--- src/rtl/lii_pkg.sv ---
// Shared LII definitions: ID width, default beat width, reserved IDs and
// the beats-per-word helper used to size the gather buffer.
package lii_pkg;

    localparam int LII_IDW        = 8;
    localparam int LII_PW_DEFAULT = 64;

    localparam logic [LII_IDW-1:0] LII_ID_BCAST = 8'hFF;
    localparam logic [LII_IDW-1:0] LII_ID_RSVD  = 8'hFE;

    // Returns OW/PW, or 0 when OW is not a whole number of beats so callers can reject it.
    function automatic int nbeats(input int ow, input int pw);
        if ((pw <= 0) || ((ow % pw) != 0)) begin
            return 0;
        end else begin
            return ow / pw;
        end
    endfunction

endpackage

--- src/rtl/lii_out_reg.sv ---
// Single-entry registered AXI-Stream output stage carrying data plus source ID.
// A load in the same cycle as a drain replaces the word without a bubble.
module lii_out_reg
    import lii_pkg::*;
#(
    parameter int DW = 384
) (
    input  logic               clk,
    input  logic               rst,
    input  logic               i_load,
    input  logic [DW-1:0]      i_data,
    input  logic [LII_IDW-1:0] i_src,
    input  logic               i_tready,
    output logic               o_tvalid,
    output logic [DW-1:0]      o_tdata,
    output logic [LII_IDW-1:0] o_src,
    output logic               o_drain
);

    logic               r_tvalid;
    logic [DW-1:0]      r_tdata;
    logic [LII_IDW-1:0] r_src;

    assign o_drain  = r_tvalid & i_tready;
    assign o_tvalid = r_tvalid;
    assign o_tdata  = r_tdata;
    assign o_src    = r_src;

    // Output holding register: load wins over drain, otherwise hold until accepted.
    always_ff @(posedge clk) begin
        if (rst) begin
            r_tvalid <= 1'b0;
            r_tdata  <= {DW{1'b0}};
            r_src    <= {LII_IDW{1'b0}};
        end else if (i_load) begin
            r_tvalid <= 1'b1;
            r_tdata  <= i_data;
            r_src    <= i_src;
        end else if (o_drain) begin
            r_tvalid <= 1'b0;
        end else begin
            r_tvalid <= r_tvalid;
        end
    end

endmodule

--- src/rtl/lii_gather.sv ---
// Gathers NB consecutive LII beats into one wide word with destination
// filtering, single-source-per-frame enforcement and drop/frame counters.
module lii_gather
    import lii_pkg::*;
#(
    parameter int                 PW        = LII_PW_DEFAULT,
    parameter int                 OW        = 384,
    parameter logic [LII_IDW-1:0] MY_ID     = 8'h00,
    parameter bit                 CHECK_DST = 1'b1,
    parameter int                 CW        = 16
) (
    input  logic               aclk,
    input  logic               arst,
    input  logic [PW-1:0]      s_tdata,
    input  logic               s_tvalid,
    output logic               s_tready,
    input  logic [LII_IDW-1:0] s_src,
    input  logic [LII_IDW-1:0] s_dst,
    output logic [OW-1:0]      m_tdata,
    output logic               m_tvalid,
    input  logic               m_tready,
    output logic [LII_IDW-1:0] m_src,
    output logic               err_src,
    output logic               err_dst,
    output logic [CW-1:0]      frame_cnt,
    output logic [CW-1:0]      drop_cnt
);

    localparam int NB   = nbeats(OW, PW);
    localparam int CNTW = (NB > 1) ? $clog2(NB) : 1;
    localparam logic [CNTW-1:0] LAST = CNTW'(NB - 1);

    generate
        if (NB < 2) begin : g_bad_cfg
            $error("lii_gather: OW must be a multiple of PW with at least two beats per word");
        end
    endgenerate

    logic [CNTW-1:0]    r_cnt;
    logic [PW-1:0]      r_buf [NB-1];
    logic [LII_IDW-1:0] r_frame_src;
    logic               r_err_src;
    logic               r_err_dst;
    logic [CW-1:0]      r_frame_cnt;
    logic [CW-1:0]      r_drop_cnt;

    logic               w_m_tvalid;
    logic               w_drain;
    logic               w_acc;
    logic               w_dst_bad;
    logic               w_keep;
    logic               w_drop;
    logic               w_src_err;
    logic               w_final;
    logic [CNTW-1:0]    w_idx;
    logic [OW-1:0]      w_load_data;
    logic [CW:0]        w_drop_inc;
    logic [CW:0]        w_drop_sum;

    // Only the final beat can stall: it needs the output register free or draining.
    assign s_tready   = !arst && !((r_cnt == LAST) && w_m_tvalid && !m_tready);
    assign w_acc      = s_tvalid && s_tready;
    assign w_dst_bad  = (CHECK_DST != 1'b0) && (s_dst != MY_ID);
    assign w_drop     = w_acc && w_dst_bad;
    assign w_keep     = w_acc && !w_dst_bad;
    assign w_src_err  = w_keep && (r_cnt != {CNTW{1'b0}}) && (s_src != r_frame_src);
    assign w_final    = w_keep && !w_src_err && (r_cnt == LAST);
    assign w_idx      = w_src_err ? {CNTW{1'b0}} : r_cnt;

    assign w_drop_inc = w_src_err ? (CW+1)'(r_cnt) :
                        w_drop    ? {{CW{1'b0}}, 1'b1} : {(CW+1){1'b0}};
    assign w_drop_sum = {1'b0, r_drop_cnt} + w_drop_inc;

    // Final word: current beat on top, buffered beats below with beat 0 in the LSBs.
    always_comb begin
        w_load_data = {OW{1'b0}};
        w_load_data[OW-1 -: PW] = s_tdata;
        for (int i = 0; i < NB - 1; i++) begin
            w_load_data[i*PW +: PW] = r_buf[i];
        end
    end

    // Beat counter, partial-frame buffer and frame source latch.
    always_ff @(posedge aclk) begin
        if (arst) begin
            r_cnt       <= {CNTW{1'b0}};
            r_frame_src <= {LII_IDW{1'b0}};
            for (int i = 0; i < NB - 1; i++) begin
                r_buf[i] <= {PW{1'b0}};
            end
        end else if (w_final) begin
            r_cnt <= {CNTW{1'b0}};
        end else if (w_keep) begin
            for (int i = 0; i < NB - 1; i++) begin
                if (w_idx == CNTW'(i)) begin
                    r_buf[i] <= s_tdata;
                end else begin
                    r_buf[i] <= r_buf[i];
                end
            end
            // A source change restarts the frame with the offending beat as beat 0.
            if (w_idx == {CNTW{1'b0}}) begin
                r_frame_src <= s_src;
            end else begin
                r_frame_src <= r_frame_src;
            end
            r_cnt <= w_idx + {{(CNTW-1){1'b0}}, 1'b1};
        end else begin
            r_cnt <= r_cnt;
        end
    end

    // Error pulses and status counters (frame wraps, drop saturates).
    always_ff @(posedge aclk) begin
        if (arst) begin
            r_err_src   <= 1'b0;
            r_err_dst   <= 1'b0;
            r_frame_cnt <= {CW{1'b0}};
            r_drop_cnt  <= {CW{1'b0}};
        end else begin
            r_err_src   <= w_src_err;
            r_err_dst   <= w_drop;
            r_frame_cnt <= r_frame_cnt + {{(CW-1){1'b0}}, w_drain};
            r_drop_cnt  <= w_drop_sum[CW] ? {CW{1'b1}} : w_drop_sum[CW-1:0];
        end
    end

    lii_out_reg #(
        .DW(OW)
    ) u_out (
        .clk      (aclk),
        .rst      (arst),
        .i_load   (w_final),
        .i_data   (w_load_data),
        .i_src    (r_frame_src),
        .i_tready (m_tready),
        .o_tvalid (w_m_tvalid),
        .o_tdata  (m_tdata),
        .o_src    (m_src),
        .o_drain  (w_drain)
    );

    assign m_tvalid  = w_m_tvalid;
    assign err_src   = r_err_src;
    assign err_dst   = r_err_dst;
    assign frame_cnt = r_frame_cnt;
    assign drop_cnt  = r_drop_cnt;

endmodule

--- config.mk ---
export PLATFORM = sky130hd
export DESIGN_NAME = lii_gather
export DESIGN_NICKNAME = d
export VERILOG_FILES = /design/src/rtl/lii_pkg.sv /design/src/rtl/lii_out_reg.sv /design/src/rtl/lii_gather.sv
export SDC_FILE = /design/constraint.sdc
export NUM_CORES = 1
export LEC_CHECK = 0
export CAP_MARGIN = 5
export CORE_MARGIN = 3
export CORE_UTILIZATION = 55
export DETAILED_ROUTE_END_ITERATION = 10
export GPL_TIMING_DRIVEN = 1
export PLACE_DENSITY = 0.84
export SYNTH_ARGS = -nofsm -noshare
export SYNTH_HDL_FRONTEND = slang
export SYNTH_HIERARCHICAL = 1
export SYNTH_SLANG_ARGS = --single-unit
--- constraint.sdc ---
create_clock -name aclk -period 6.9 [get_ports aclk]
set_input_delay 1.38 -clock aclk [delete_from_list [all_inputs] [get_ports aclk]]
set_output_delay 1.38 -clock aclk [all_outputs]
set_load 0.01 [all_outputs]
# Yosys cells after proc, flatten, opt, wreduce, memory -nomap -nowiden
# Memory sizes are Yosys's and may differ from the RTL's.
# Index checks and enable logic that the tools add are counted.
dict set report classes {
  n_reduce_logical 21
  n_eq_ne 6
  n_addsub 3
  n_bitwise 12
  n_mux 68
}
# operator n
set op_table {}
lappend op_table {{two-way mux 64 bit} 10}
lappend op_table {{two-way mux 1 bit} 55}
lappend op_table {{adder 16 x 3 -> 17 bit} 1}
lappend op_table {{adder 16 x 1 -> 16 bit} 1}
lappend op_table {{two-way mux 16 bit} 1}
lappend op_table {{logical AND 1 bit} 10}
lappend op_table {{OR 1 bit} 10}
lappend op_table {{inequality test 8 bit} 1}
lappend op_table {{nonzero test 8 bit} 1}
lappend op_table {{equality test 3 x 2 -> 1 bit, second input constant} 2}
lappend op_table {{equality test 3 bit, second input constant} 2}
lappend op_table {{two-way mux 3 bit} 2}
lappend op_table {{zero test 1 bit} 5}
lappend op_table {{adder 3 x 1 -> 3 bit, second input constant} 1}
lappend op_table {{equality test 3 x 1 -> 1 bit, second input constant} 1}
lappend op_table {{zero test 3 bit} 1}
lappend op_table {{AND reduction 3 bit} 1}
lappend op_table {{nonzero test 3 bit} 1}
lappend op_table {{nonzero test 2 bit} 1}
lappend op_table {{OR reduction 2 bit} 1}
lappend op_table {{bitwise AND 1 bit} 1}
lappend op_table {{inverter 1 bit} 1}
dict set report totals {
  in_bits 84
  mem_count 1
  word_cells 120
  ramBits 320
  ff_bits 438
  output_inout_bits 428
}
# name depth width rd rd_ports_with_merged_regs wr line
set memory_table {}
lappend memory_table {r_buf 5 64 5 0 5 lii_gather.sv:40} ;# logic [PW-1:0] r_buf [NB-1];

# Logic depth before layout (Yosys ltp)
# Gate-level depths: netlist (run 1).
dict set report depth {
  ltp_word 18
  ltp_mapped 11
  depth_no_buf 10
}

# Modules after synthesis
# Netlist (run 1), hierarchy kept.
# mod area_each_um2 seq_area_each_um2 instances cells_per_inst
set by_module_without_submodules {}
lappend by_module_without_submodules {lii_out_reg 14301.2 7867.5 1 1269}
lappend by_module_without_submodules {lii_gather 12350.6 10510.1 1 647}

# Worst setup path after synthesis (run 1)
# Ideal clock, no wire load.
dict set report synth_path {
  path_type {in2reg}
  start {input s_src[7]}
  end {memory r_buf[3][0] (netlist name) (enable)}
  arrival_time_ps 4105
  required_ps 6479
  path_slack_ps 2374
  setup_ps 421
  stages 6
  n_path_buf 0
  path_cell_list {xor2_1 -> or4_4 -> o21ai_0 -> and3_1 -> ha_1 -> a21o_1}
}
# item line
set synth_rtl {}
lappend synth_rtl {{from (decl)} lii_gather.sv:17} ;# input logic [LII_IDW-1:0] s_src,
lappend synth_rtl {{to (decl)} lii_gather.sv:40}

# Worst setup path after layout (run 1)
dict set report layout_path {
  start {input arst}
  end {output s_tready}
}
dict set report layout_via {
  elab_chain_len 2
}
# item line
set layout_lines {}
lappend layout_lines {{from (decl)} lii_gather.sv:13} ;# input logic arst,
lappend layout_lines {{zero test 1 bit} lii_gather.sv:61} ;# assign s_tready = !arst && !((r_cnt == LAST) && w_m_tvalid && !m_tready);
lappend layout_lines {{logical AND 1 bit} lii_gather.sv:61}
lappend layout_lines {{to (decl)} lii_gather.sv:16} ;# output logic s_tready,
# Every way passes these cells.

==> results of run 1 <==
==> report_power, final <==
group	total [µW]	internal [µW]	switching [µW]
combinational	173	58.9	114
sequential	4790	4760	31.9
clock	3960	2330	1620
total	8920	7150	1770
==> critical path: stages <==
cell and delay (ns):
buf_8 0.61, clkinv_1 0.24, o21a_1 0.19, clkdlybuf4s50_1 0.49
==> synthesized netlist by cell type (all sizes together), types with 3 or more instances <==
cell      n  area (µm²)
dfxtp   438        8770
nor2    406        1520
mux2i   398        3980
edfxtp  320        9610
buf      86        1040
and2     72         450
nand2    26        97.6
a21oi    21         105
clkbuf   16        60.1
xor2     16         140
nand4    10        62.6
xnor2    10        87.6
and3      8        50.1
ha        8         100
o21ai     8        40.0
nor4      7        43.8
a21o      6        45.0
nand3     6        35.0
nor2b     6        37.5
a31oi     5        37.5
or3       5        31.3
inv       4        15.0
o21a      4        30.0
or4       3        26.3
==> logic make-up (layout without fill, tap and decap cells) <==
kind of cell / count (synthesis) / in the layout
compound gates: 57 / 57
xor+xnor: 26 / 26
fa+ha+maj: 9 / 9
buf+inv: 107 / 667
flops: 758 / 758
mux: 400 / 400
other cells: 0 / 2
simple gates: 559 / 559
==> metrics by stage <==
| step | instance area [µm²] | worst slack, ns | hold WS (ns) | total power, µW | std cells |
|---|---|---|---|---|---|
| final | 34000 | 2.61 | 0.476 | 8920 | 3093 |
| after global routing | 34000 | 2.20 | 0.503 | 9190 | 3091 |
| after CTS | 34000 | 2.53 | 0.479 | 9000 | 3091 |
| after detailed placement | 31700 | 2.08 | 0.471 | 5060 | 2957 |
| after global placement | 31700 | 2.17 | 0.461 | 5050 | 2957 |
| after floorplan | 26700 | 2.37 | 0.456 | 4960 | 1916 |
==> layout make-up <==
| cell class | instances | area, µm² |
|---|---|---|
| flip-flops and latches | 758 | 18400 |
| fillers | 3087 | 13800 |
| multi-input cells | 1051 | 7200 |
| repair buffers | 528 | 5290 |
| clock buffers | 104 | 2080 |
| well taps | 615 | 769 |
| clock inverters | 30 | 308 |
| inverters | 5 | 18.8 |
| diodes | 2 | 5.00 |
==> state kept, by name, summed over array words and instances (netlist names) <==
| name | cells |
|---|---|
| u_out/o_src | 8 |
| r_frame_src | 8 |
| r_cnt | 3 |
| err_dst | 1 |
| drop_cnt | 16 |
| r_buf | 320 |
| u_out/o_tdata | 384 |
| frame_cnt | 16 |
| err_src | 1 |
| u_out/o_tvalid | 1 |
==> path summary, 6_finish.rpt <==
check                     from                end  slack, ns
hold reg to reg   r_buf[0][42]  u_out/o_tdata[42]       0.48
hold / removal    r_buf[0][42]  u_out/o_tdata[42]       0.48
setup reg to reg      r_cnt[0]       drop_cnt[14]       3.42
setup / recovery          arst           s_tready       2.61
==> routing by layer <==
| metal | part of all wire | vias to the layer above | track usage |
|---|---|---|---|
| met3 | 0.072 | 125 | 0.0664 |
| li1 | - | 7674 | - |
| met1 | 0.39 | 8248 | 0.304 |
| met5 | 0 | - | 0 |
| met4 | 0.032 | 0 | 0.0988 |
| met2 | 0.50 | 620 | 0.440 |
==> results.md, run 1 <==
* Status: complete, no violations
* CTS Buffer Depth at 3
* Ys flop type: dfxtp_1
* Pin count of the biggest net entering global routing at around 150
* Post-synth EDFFs at 320
* CTS Sinks at about 760
* Initial Util at 0.557
* Startpoint Class: input pin
* Async SR Flop Fraction at 0
* Unique masters post-synth at 50
* Net Count, Synth at roughly 2000
* # hold bufs at CTS at 0
* Slew margin rel. at 0.250
* DRC violations left at 0
* Worst Hold Path Cells at 2
* Finished Core Util at 0.712
* Core ar. at around 0.048 mm²
* Mux contribution to synthesized area at 0.150
* WP data required at between 5 and 6 ns
* Grt total ovfl at 0
* RSZ-0062 raised after global routing: no
* Die Area at between 0.05 and 0.06 mm²
* Area share of and/or/nand/nor cells after synthesis at 0.0911
* Vias in the first global route at about 17000
* Leakage at about 0.011 µW
* Final Hold Vio Count at 0
* Final HPWL DP at roughly 43 mm
* Row cnt at 80
* Synth Area in Compound Gates at 0.0140
* Post_cts resized at 0
* PortBufs at roughly 510
* CTS tree: done
* Post-Synth Adder-Cell Area at 0.00451
* Top Ports at 512
* Iteration-0 DRC count of the detailed router at between 1000 and 1500
* Crit path time final at 4.29 ns
* Largest family of logic cells by synthesized area: multiplexers
* Wirelength per Cell at roughly 22 µm
* Fin. max-slew vios at 0
* Peak supply drop at around 0.18 mV
* Most frequent cells in the layout: 510 x clkdlybuf4s50_1, 438 x dfxtp_1, 406 x nor2_1, 398 x mux2i_1, 320 x edfxtp_1
* Post-Synth XOR/XNOR Area at 0.00854
* Antenna violations before repair at 2
* Max-cap violation count at 0
* Yosys reg bits at 758
* Slew @ Worst Pin at ~1.1 ns
* PwrDens at between 200 and 300 mW/mm²
* DRT Pass-1 Iters at 7
* Clock Skews at about 0.019 ns
* First-pass GRT wire length at 99.7 mm
* Clk Latency, worst-skew pair at 0.59 ns
* Drt via density at between 5 and 6
* Reg2Reg Depth at 9
* Total Wirelength at between 60 and 70 mm
* Synth Area per Inst at between 10 and 15 µm²
* Sequential-to-total area share from yosys stat at 0.690
* CTS buffer count at 73
* Mapped Area at roughly 0.027 mm²
* Yosys warning count at 6
* H-tree Lvls at 3
* Max frequency at ~230 MHz
* Hold WC Path Type: reg -> reg
* Clock Tree Root: clkbuf_16
* Final setup viols at 0
* Routability Congestion at about 0.83
* Crit path DAT at 2.91 ns
* Crit end category: primary output
* P&R area growth vs syn at 27.7%
* Vias at 16667
* Antenna Nets Post-Route at 0
* Post-CTS setup buffer count at 0
* Setup CP Type: in -> out
* Clk pin slew, worst setup/hold paths at 0.06 ns
* Crit Path Max Fanout at approximately 150
* Die X at around 230 µm
* Die H at around 230 µm
* Part of the cycle the worst path needs at 0.622
* Layout Nets at roughly 2500
* Layout cells sized above 1 at 0.0549
* Final setup TNS at 0 ns
* Most common cell after layout, fill and taps aside: clkdlybuf4s50_1
* GRT Util Overall at 0.254
* Post-Synthesis Cells at approximately 1900
Power figures use the tool's default switching activity.
==> inputs of run 2 (changes only) <==
- CORE_UTILIZATION: 55 -> 52
- PLACE_DENSITY: 0.84 -> 0.8
- clock period: 6.9 -> 4.1 ns (I/O delays scaled with it)
==> results.md, run 2 (same netlist as run 1, synthesis figures left out) <==
* P&R area growth vs syn at 30.0% (was 27.7%)
* CTS tree: done (unchanged)
* Final Hold Vio Count at 0 (unchanged)
* Antenna violations before repair at 2 (unchanged)
* Antenna Nets Post-Route at 0 (unchanged)
* DRT Pass-1 Iters at 5 (was 7)
* Part of the cycle the worst path needs at 0.853
* CTS buffer count at 75 (was 73)
* Layout Nets at 2536 (was 2510)
* Number of diodes at 0 (was 2)
* Die X at 232 µm (was 226 µm)
* Clk pin slew, worst setup/hold paths at 0.06 ns (about the same)
* Startpoint Class: input pin (unchanged)
* Total Wirelength at 67.2 mm (was 67.0 mm)
* Iteration-0 DRC count of the detailed router at 1048 (was 1194)
* Grt total ovfl at 0 (unchanged)
* Crit path DAT at 4.00 ns (was 2.91 ns)
* Clock Tree Root: clkbuf_16 (unchanged)
* Final setup viols at 0 (unchanged)
* CTS Sinks at 758 (unchanged)
* Final setup TNS at 0 ns (unchanged)
* Hold WC Path Type: reg -> reg (unchanged)
* Critical-path top delay cell: nor4_1 (was buf_8)
* Setup CP Type: in -> reg (was in -> out)
* CTS Buffer Depth at 3 (unchanged)
* Final HPWL DP at 44.1 mm (was 42.8 mm)
* Top Ports at 512 (unchanged)
* Crit Path Max Fanout at 5 (was 151)
* Clk Latency, worst-skew pair at 0.60 ns (was 0.59 ns)
* H-tree Lvls at 3 (unchanged)
* Critical path's largest stage delay at 0.53 ns (was 0.61 ns)
* Most common cell after layout, fill and taps aside: clkdlybuf4s50_1 (unchanged)
* PortBufs at 511 (unchanged)
* Routability Congestion at 0.895 (was 0.834)
* Layout cells sized above 1 at 0.0707 (was 0.0549)
* Placed cells at 3038 (was 2957)
* Row cnt at 82 (was 80)
* # hold bufs at CTS at 0 (unchanged)
* Crit path time final at 3.50 ns
* Storage cell area at 0.0184 mm² (unchanged)
* Vias in the first global route at 16818 (was 16980)
* First-pass GRT wire length at 99.5 mm (was 99.7 mm)
* Finished Core Util at 0.688 (was 0.712)
* Die H at 232 µm (was 226 µm)
* Core ar. at 0.0504 mm² (was 0.0478 mm²)
* Fillers at 3421 (was 3087)
* Min-delay src: r_buf[4][37] (was r_buf[0][42])
* WP data required at 4.60 ns (was 5.52 ns)
* Most frequent cells in the layout: 510 x clkdlybuf4s50_1, 438 x dfxtp_1, 406 x nor2_1, 398 x mux2i_1, 320 x edfxtp_1 (unchanged)
* PwrDens at 440 mW/mm² (was 262 mW/mm²)
* Initial Util at 0.529 (was 0.557)
* Fin. max-slew vios at 0 (unchanged)
* Multi-input gate area at 0.00720 mm² (unchanged)
* Crit path max-delay family: simple AND/OR/NAND/NOR gates (was buffers and inverters)
* Pin count of the biggest net entering global routing at 207 (was 152)
* Clock Skews at 0.0211 ns (was 0.0192 ns)
* Max FFs per register at 384 (unchanged)
* Vias at 16749 (was 16667)
* Reg2Reg Launch Point: r_frame_src[7] (was r_cnt[0])
* Post_cts resized at 0 (unchanged)
* Wirelength per Cell at 21.2 µm (was 21.7 µm)
* DRC violations left at 0 (unchanged)
* Finished Layout Cells at 3176 (was 3093)
* Max-cap violation count at 0 (unchanged)
* Crit end category: register (was primary output)
* GRT Util Overall at 0.241 (was 0.254)
* RSZ-0062 raised after global routing: no (unchanged)
* Max frequency at around 290 MHz
* Status: complete, no violations (unchanged)
* Drt via density at 5.27 (was 5.39)
* Worst Path Buf+Inv at 1 (was 3)
* Crit. Startpoint: s_dst[4] (was arst)
* Peak supply drop at 0.301 mV (was 0.177 mV)
* Leakage at 0.0117 µW (was 0.0114 µW)
* Slew margin rel. at 0.323 (was 0.250)
* Die Area at 0.0540 mm² (was 0.0511 mm²)
* CP Cell Sequence: clkdlybuf4s50_1, nor4_1, o2111ai_1, a21oi_1, and2_1, ha_1, o21ai_0, or3_1, or4_1, a31oi_1 (was buf_8, clkinv_1, o21a_1, clkdlybuf4s50_1)
* Post-CTS setup buffer count at 0 (unchanged)
* Slew @ Worst Pin at 1.02 ns (was 1.13 ns)
run 2: metal layers:
metal / GRT usage / vias up / wire, µm
met4: 0.0997 / 0 / 2490
met2: 0.397 / 580 / 32600
met5: 0 / - / 0
li1: - / 7736 / -
met1: 0.301 / 8309 / 27200
met3: 0.0643 / 124 / 4860
run 2: layout make-up:
cell class,count,area share
Tap cell,672,0.0243
Clock inverter,37,0.00878
Multi-Input combinational cell,1051,0.208
Clock buffer,101,0.0639
Inverter,5,0.000542
Timing Repair Buffer,552,0.164
Sequential cell,758,0.530
run 2: worst paths after layout:
kind / to / slack [ns] / cells after the start
setup / recovery: drop_cnt[15] / 0.60 / 10
hold / removal: u_out/o_tdata[293] / 0.48 / 2
setup reg to reg: drop_cnt[14] / 0.95 / 11
hold reg to reg: u_out/o_tdata[293] / 0.48 / 2
run 2: worst reg2reg max path, cell delays in order (launching register included):
cell and delay [ns]:
dfxtp_1 0.36, xor2_1 0.19, or4_4 0.58, o21ai_0 0.18
a21oi_1 0.11, ha_1 0.22, fa_1 0.42, a21o_1 0.25
and3_1 0.23, nand3_1 0.20, buf_12 0.17, a31oi_1 0.07
run 2: where the power goes:
| part | total [µW] | internal [µW] | switching, µW |
|---|---|---|---|
| clock network | 6860 | 4010 | 2860 |
| registers | 8060 | 8010 | 49.5 |
| logic | 320 | 116 | 204 |
run 2: per-stage QoR:
| step | cell area [µm²] | hold WS, ns | worst slack (ns) | total power [µW] |
|---|---|---|---|---|
| after floorplan | 26700 | 0.456 | 0.134 | 8340 |
| after global placement | 32100 | 0.460 | 0.172 | 8530 |
| after detailed placement | 32100 | 0.472 | 0.0968 | 8540 |
| after CTS | 34600 | 0.484 | 0.705 | 15400 |
| after global routing | 34600 | 0.494 | 0.457 | 15700 |
| final | 34600 | 0.478 | 0.602 | 15200 |
